`src/rtl/data_memory_ctrl.sv`:
```
// data_memory_ctrl: single-outstanding load/store controller over a DEPTH x 32-bit
// word array. Requests are captured in IDLE, held for LATENCY+1 edges, and then
// executed on the edge that enters RESP. The response is held until it is consumed.
module data_memory_ctrl #(
    parameter int DEPTH   = 128,
    parameter int LATENCY = 1
) (
    input  logic        i_clk,
    input  logic        i_rst_n,
    input  logic        i_req_valid,
    output logic        o_req_ready,
    input  logic        i_req_we,
    input  logic [1:0]  i_req_size,
    input  logic        i_req_unsigned,
    input  logic [31:0] i_req_addr,
    input  logic [31:0] i_req_wdata,
    output logic        o_rsp_valid,
    input  logic        i_rsp_ready,
    output logic [31:0] o_rsp_rdata,
    output logic        o_rsp_err,
    output logic        o_busy
);
    localparam int         AW  = $clog2(DEPTH);
    localparam logic [3:0] LAT = 4'(LATENCY);

    typedef enum logic [1:0] {S_IDLE, S_WAIT, S_RESP} state_t;

    state_t      r_state;
    logic [3:0]  r_cnt;
    logic        r_we;
    logic [1:0]  r_size;
    logic        r_unsigned;
    logic [31:0] r_addr;
    logic [31:0] r_wdata;
    logic        r_rsp_valid;
    logic [31:0] r_rsp_rdata;
    logic        r_rsp_err;
    logic        r_busy;

    logic [31:0]   w_words [DEPTH];
    logic [AW-1:0] w_idx;
    logic          w_oor;
    logic          w_err;
    logic          w_last;
    logic          w_commit;
    logic [3:0]    w_lane_mask;
    logic [31:0]   w_wdata_rep;
    logic [31:0]   w_word;
    logic [7:0]    w_byte;
    logic [15:0]   w_half;
    logic [31:0]   w_load;

    assign w_idx  = r_addr[AW+1:2];
    assign w_oor  = |r_addr[31:AW+2];
    assign w_err  = w_oor
                  | (r_size == 2'd3)
                  | ((r_size == 2'd1) & r_addr[0])
                  | ((r_size == 2'd2) & (r_addr[1:0] != 2'b00));

    // The counter is loaded with LATENCY and the move to RESP happens on the edge
    // after it reaches zero, so the response appears LATENCY+1 edges after accept.
    assign w_last   = (r_state == S_WAIT) && (r_cnt == 4'd0);
    assign w_commit = w_last && r_we && !w_err;

    // Lane enables and lane-replicated store data for the captured size/offset
    always_comb begin
        case (r_size)
            2'd0: begin
                w_lane_mask = 4'b0001 << r_addr[1:0];
                w_wdata_rep = {4{r_wdata[7:0]}};
            end
            2'd1: begin
                w_lane_mask = r_addr[1] ? 4'b1100 : 4'b0011;
                w_wdata_rep = {2{r_wdata[15:0]}};
            end
            default: begin
                w_lane_mask = 4'b1111;
                w_wdata_rep = r_wdata;
            end
        endcase
    end

    // Word storage: no reset, so committed stores survive a controller reset.
    // Each word powers up holding its own index.
    for (genvar gi = 0; gi < DEPTH; gi++) begin : g_word
        logic [31:0] r_word = 32'(gi);

        // Byte-lane write of the addressed word on the commit edge
        always_ff @(posedge i_clk) begin
            if (w_commit && (w_idx == AW'(gi))) begin
                for (int l = 0; l < 4; l++) begin
                    if (w_lane_mask[l]) r_word[8*l +: 8] <= w_wdata_rep[8*l +: 8];
                end
            end
        end

        assign w_words[gi] = r_word;
    end

    assign w_word = w_words[w_idx];
    assign w_byte = w_word[{r_addr[1:0], 3'b000} +: 8];
    assign w_half = r_addr[1] ? w_word[31:16] : w_word[15:0];

    // Little-endian lane select with sign or zero extension; words pass through
    always_comb begin
        case (r_size)
            2'd0:    w_load = r_unsigned ? {24'd0, w_byte} : {{24{w_byte[7]}}, w_byte};
            2'd1:    w_load = r_unsigned ? {16'd0, w_half} : {{16{w_half[15]}}, w_half};
            default: w_load = w_word;
        endcase
    end

    // Control FSM: capture in IDLE, count down in WAIT, hold the response in RESP
    always_ff @(posedge i_clk or negedge i_rst_n) begin
        if (!i_rst_n) begin
            r_state     <= S_IDLE;
            r_cnt       <= 4'd0;
            r_we        <= 1'b0;
            r_size      <= 2'd0;
            r_unsigned  <= 1'b0;
            r_addr      <= 32'd0;
            r_wdata     <= 32'd0;
            r_rsp_valid <= 1'b0;
            r_rsp_rdata <= 32'd0;
            r_rsp_err   <= 1'b0;
            r_busy      <= 1'b0;
        end else begin
            case (r_state)
                S_IDLE: begin
                    if (i_req_valid) begin
                        r_we       <= i_req_we;
                        r_size     <= i_req_size;
                        r_unsigned <= i_req_unsigned;
                        r_addr     <= i_req_addr;
                        r_wdata    <= i_req_wdata;
                        r_cnt      <= LAT;
                        r_busy     <= 1'b1;
                        r_state    <= S_WAIT;
                    end
                end
                S_WAIT: begin
                    if (r_cnt == 4'd0) begin
                        r_rsp_valid <= 1'b1;
                        r_rsp_err   <= w_err;
                        r_rsp_rdata <= (w_err || r_we) ? 32'd0 : w_load;
                        r_state     <= S_RESP;
                    end else begin
                        r_cnt <= r_cnt - 4'd1;
                    end
                end
                S_RESP: begin
                    if (i_rsp_ready) begin
                        r_rsp_valid <= 1'b0;
                        r_rsp_rdata <= 32'd0;
                        r_rsp_err   <= 1'b0;
                        r_busy      <= 1'b0;
                        r_state     <= S_IDLE;
                    end
                end
                default: r_state <= S_IDLE;
            endcase
        end
    end

    // Ready only in IDLE and never while reset is held
    assign o_req_ready = (r_state == S_IDLE) && i_rst_n;
    assign o_rsp_valid = r_rsp_valid;
    assign o_rsp_rdata = r_rsp_rdata;
    assign o_rsp_err   = r_rsp_err;
    assign o_busy      = r_busy;

endmodule

```
`config.mk`:
```
export PLATFORM = sky130hd
export DESIGN_NAME = data_memory_ctrl
export DESIGN_NICKNAME = d
export VERILOG_FILES = /design/src/rtl/data_memory_ctrl.sv
export SDC_FILE = /design/constraint.sdc
export NUM_CORES = 2
export LEC_CHECK = 0
export CAP_MARGIN = 10
export CORE_ASPECT_RATIO = 2
export CORE_MARGIN = 5
export CORE_UTILIZATION = 50
export CTS_CLUSTER_DIAMETER = 30
export DETAILED_ROUTE_END_ITERATION = 16
export DONT_BUFFER_PORTS = 1
export GPL_TIMING_DRIVEN = 0
export PLACE_DENSITY = 0.62
export REMOVE_ABC_BUFFERS = 1
export SYNTH_ARGS = -nofsm -noshare
export SYNTH_HDL_FRONTEND = slang
export SYNTH_SLANG_ARGS = --single-unit
```
`constraint.sdc`:
```
create_clock -name i_clk -period 10.8 [get_ports i_clk]
set_input_delay 1.62 -clock i_clk [delete_from_list [all_inputs] [get_ports i_clk]]
set_output_delay 1.62 -clock i_clk [all_outputs]
set_load 0.02 [all_outputs]
```
==> flow_metrics.py <==
metrics = {
    "status": {
        "outcome": "finished, final reports clean",
    },
    "global_route": {
        "global_route.usage.met1_pct": 30.9,
        "grtUsageMet3_pct": 5.90,
        "grt_max_degree": 111,
        "total_routing_usage_gr_pct": 27.4,
        "grt_antenna_before_repair": 23,
        "wire_length_of_the_first_global_routing_pass_mm": 653,
        "global_route.usage.met2_pct": 46.6,
        "grt-busiest-layer": "met2",
        "grt_pass1_vias": 83000,
        "globalRoute.totalOverflow": 0,
    },
    "worst_setup_path": {
        "cp_data_arrival_time_ns": 6.92,
        "rrSetupSlack_ns": 4.73,
        "timing.critical_path.from_type": "flop",
        "crit_end": "o_rsp_rdata[0]",
        "critPathCaptureType": "flop",
        "critPathRequiredTime_ns": 11.65,
        "timing.critical_path.from": "r_addr[2]",
        "reg2regPathDepth": 13,
        "rr_startpoint": "r_addr[2]",
        "worst_r2r_endpoint": "o_rsp_rdata[0]",
        "crit_fanout": 42,
        "path_class": "flop to flop",
    },
    "clock_network": {
        "clkSinkCount": 4205,
        "holdBufCountCts": 0,
        "cts-htree-levels": 5,
        "clk-insertion-delay-late_ns": 0.97,
        "clk_path_buf_depth": 4,
        "cts-resized-gates": 0,
        "cts_tree": "built",
        "cts-root-buf": "sky130_fd_sc_hd__clkbuf_16",
        "cts_setup_buffers": 0,
        "cts-buffers-inserted": 466,
        "clk_transition_reported_paths_ns": 0.06,
    },
    "routing": {
        "detail_route.first_pass.iterations": 6,
        "vias_per_cell": 6.41,
        "detailedRoute.firstIterationViolations": 9753,
        "antenna_left": 0,
        "wl_per_cell_um": 37.6,
        "route.final.wire_length_mm": 468,
        "drt_drc_violations_left": 0,
        "vias": 79700,
    },
    "cells_and_area": {
        "leading_cell_type_in_the_layout_fill_and_taps_excluded": "sky130_fd_sc_hd__edfxtp_1",
        "nets": 7757,
        "area_grow_syn2layout_pct": 14.3,
        "commonest_cells_after_routing_fill_and_taps_aside": "sky130_fd_sc_hd__edfxtp_1 (4096), sky130_fd_sc_hd__mux4_2 (1080), sky130_fd_sc_hd__nor2_1 (555), sky130_fd_sc_hd__clkbuf_16 (471), sky130_fd_sc_hd__mux2i_1 (258)",
        "drive_above_1_share_pct": 27.8,
    },
    "sta": {
        "hold_ws_ns": 0.345,
        "unrepaired_setup_endpoints_after_global_routing": "false",
        "period_needed_ns": 6.07,
        "final_hold_violation_count": 0,
        "pin_slew_with_the_least_headroom_to_its_limit_ns": 1.38,
        "tns_ns": 0,
        "final_min_period_over_clock_period_pct": 56.2,
        "finClkSkew_ns": 0.0544,
        "fmax_ghz": 0.165,
        "max_slew_margin_pct": 7.31,
        "report.final.setup_viol": 0,
        "finalMaxSlewViolations": 0,
    },
    "logic_synthesis": {
        "synth.ff_latch_count": 4205,
        "netlist_instances": 7487,
        "synth_edf_count": 4096,
        "synthesis.yosys.warnings": 0,
        "syn-mean-instance-area_um2": 21.9,
        "synth.lib_cells_used.distinct": 79,
        "synth_async_sr_flop_share_pct": 2.59,
        "ys_dominant_reg_cell": "sky130_fd_sc_hd__edfxtp_1",
        "post_syn_area_mm2": 0.164,
        "synth.yosys.seq_area_share_pct": 76.7,
    },
    "floorplanning": {
        "num_io_pins": 108,
        "floorplan.core_area_mm2": 0.327,
        "core.rowCount": 297,
        "die_width_um": 415,
        "initial_core_util_pct": 50.1,
        "die_h_um": 820,
        "die_area_mm2": 0.340,
    },
    "placed_design": {
        "routabilityCongestion": 0.856,
        "post-dp-hpwl_mm": 306,
        "port-buffer-count": 0,
    },
    "power": {
        "powerDensity_mw_per_mm2": 308,
        "leakage_uw": 0.0592,
        "p_total_uw": 57800,
        "vdd_drop_max_mv": 0.451,
    },
    "job": {
        "drv.max_cap_violation_count": 0,
    },
    "worst_hold_path": {
        "min-delay-path-class": "input pin to async pin",
    },
}
## power by group
part           switching (µW)  leakage, µW  internal, µW  total [µW]
clock network            6880      0.00775          9530       16400
registers                 732       0.0382         21600       22300
logic                   12400       0.0132          6670       19100
total                   20000       0.0592         37800       57800
## routing by layer
metal  vias to the layer above  wire (µm)
met2                      4027     238000
met4                        12      41000
met5                         -         80
met3                      1136      38700
li1                      31900          -
met1                     42700     150000
## registers in the layout (all words and copies together) (netlist names)
register	cells
g_word.r_word	4096
o_busy	1
o_rsp_err	1
o_rsp_rdata	32
o_rsp_valid	1
r_addr	32
r_cnt	4
r_size	2
r_state	2
r_unsigned	1
r_wdata	32
r_we	1
## cell families after synthesis
family	after synthesis	share of synthesized area, %
compound gates	397	1.79
xor+xnor	2	0.0107
fa+ha+maj	2	0.0153
buf+inv	468	1.76
flops	4205	76.7
mux	1449	17.3
simple gates	964	2.46
## critical path, stage by stage, from the launching register on
cell and delay (ns):
sky130_fd_sc_hd__dfrtp_4 0.77, sky130_fd_sc_hd__buf_16 0.36, sky130_fd_sc_hd__buf_16 0.32, sky130_fd_sc_hd__buf_16 0.28, sky130_fd_sc_hd__buf_16 0.30, sky130_fd_sc_hd__buf_16 0.30, sky130_fd_sc_hd__mux4_2 0.57, sky130_fd_sc_hd__mux2i_1 0.86
sky130_fd_sc_hd__o22ai_1 0.20, sky130_fd_sc_hd__or3_1 0.34, sky130_fd_sc_hd__or4_1 0.75, sky130_fd_sc_hd__mux2_2 0.36, sky130_fd_sc_hd__o221ai_1 0.19, sky130_fd_sc_hd__nand2_1 0.10
## stage by stage
step | cells | area (µm²) | util, % | setup slack (ns)
after detailed placement | 11500 | 171000 | 52.4 | 4.81
after global placement | 11400 | 167000 | 50.9 | -89.78
after global routing | 12400 | 187000 | 57.3 | 4.61
after floorplan | 7028 | 161000 | - | -30.52
after CTS | 12400 | 187000 | 57.3 | 4.77
final | 12400 | 187000 | 57.3 | 4.73
## area by class of cell
cell class | instances | area [µm²]
Fill cell | 23800 | 140000
Clock buffer | 511 | 12000
Tap cell | 4335 | 5420
Multi-Input combinational cell | 2814 | 35800
Timing Repair Buffer | 187 | 4300
Inverter | 9 | 50.0
Sequential cell | 4205 | 126000
Antenna cell | 23 | 57.6
Clock inverter | 363 | 4110
## synthesized netlist by cell type, types with 8 or more instances
master / count / area, µm²
sky130_fd_sc_hd__buf_2: 139 / 696
sky130_fd_sc_hd__o221ai_1: 22 / 193
sky130_fd_sc_hd__o32ai_1: 8 / 70.1
sky130_fd_sc_hd__a21oi_1: 45 / 225
sky130_fd_sc_hd__nor2_1: 563 / 2110
sky130_fd_sc_hd__mux2i_1: 258 / 2580
sky130_fd_sc_hd__nor4_1: 12 / 75.1
sky130_fd_sc_hd__nor3_1: 19 / 95.1
sky130_fd_sc_hd__buf_6: 62 / 698
sky130_fd_sc_hd__o22ai_1: 39 / 244
sky130_fd_sc_hd__buf_4: 95 / 713
sky130_fd_sc_hd__mux4_1: 11 / 289
sky130_fd_sc_hd__mux2_2: 100 / 1130
sky130_fd_sc_hd__nor2b_1: 18 / 113
sky130_fd_sc_hd__o21ai_0: 35 / 175
sky130_fd_sc_hd__buf_1: 19 / 71.3
sky130_fd_sc_hd__dfrtp_1: 109 / 2730
sky130_fd_sc_hd__a22o_1: 17 / 149
sky130_fd_sc_hd__nand4_1: 12 / 75.1
sky130_fd_sc_hd__clkbuf_1: 133 / 499
sky130_fd_sc_hd__a22oi_1: 112 / 841
sky130_fd_sc_hd__a31oi_1: 8 / 50.1
sky130_fd_sc_hd__mux4_2: 1080 / 24300
sky130_fd_sc_hd__edfxtp_1: 4096 / 123000
sky130_fd_sc_hd__nand2_1: 212 / 796
sky130_fd_sc_hd__nand3_1: 59 / 295
sky130_fd_sc_hd__a32oi_1: 33 / 289
sky130_fd_sc_hd__nand2b_1: 18 / 113
sky130_fd_sc_hd__and2_1: 9 / 56.3
sky130_fd_sc_hd__a221oi_1: 17 / 149
## worst min path at each step
| stage | cells past startpoint | to | start | slack, ns |
|---|---|---|---|---|
| finish | 0 | r_wdata[10] | i_rst_n | 0.35 |
| global route | 0 | r_wdata[10] | i_rst_n | 0.32 |
| CTS | 0 | r_wdata[10] | i_rst_n | 0.28 |
| detailed placement | 1 | r_addr[20] | r_addr[20] | 0.50 |
| global placement | 1 | r_cnt[0] | r_cnt[0] | 0.48 |
| floorplan | 1 | r_cnt[0] | r_cnt[0] | 0.46 |
(Power assumes the default switching activity.)
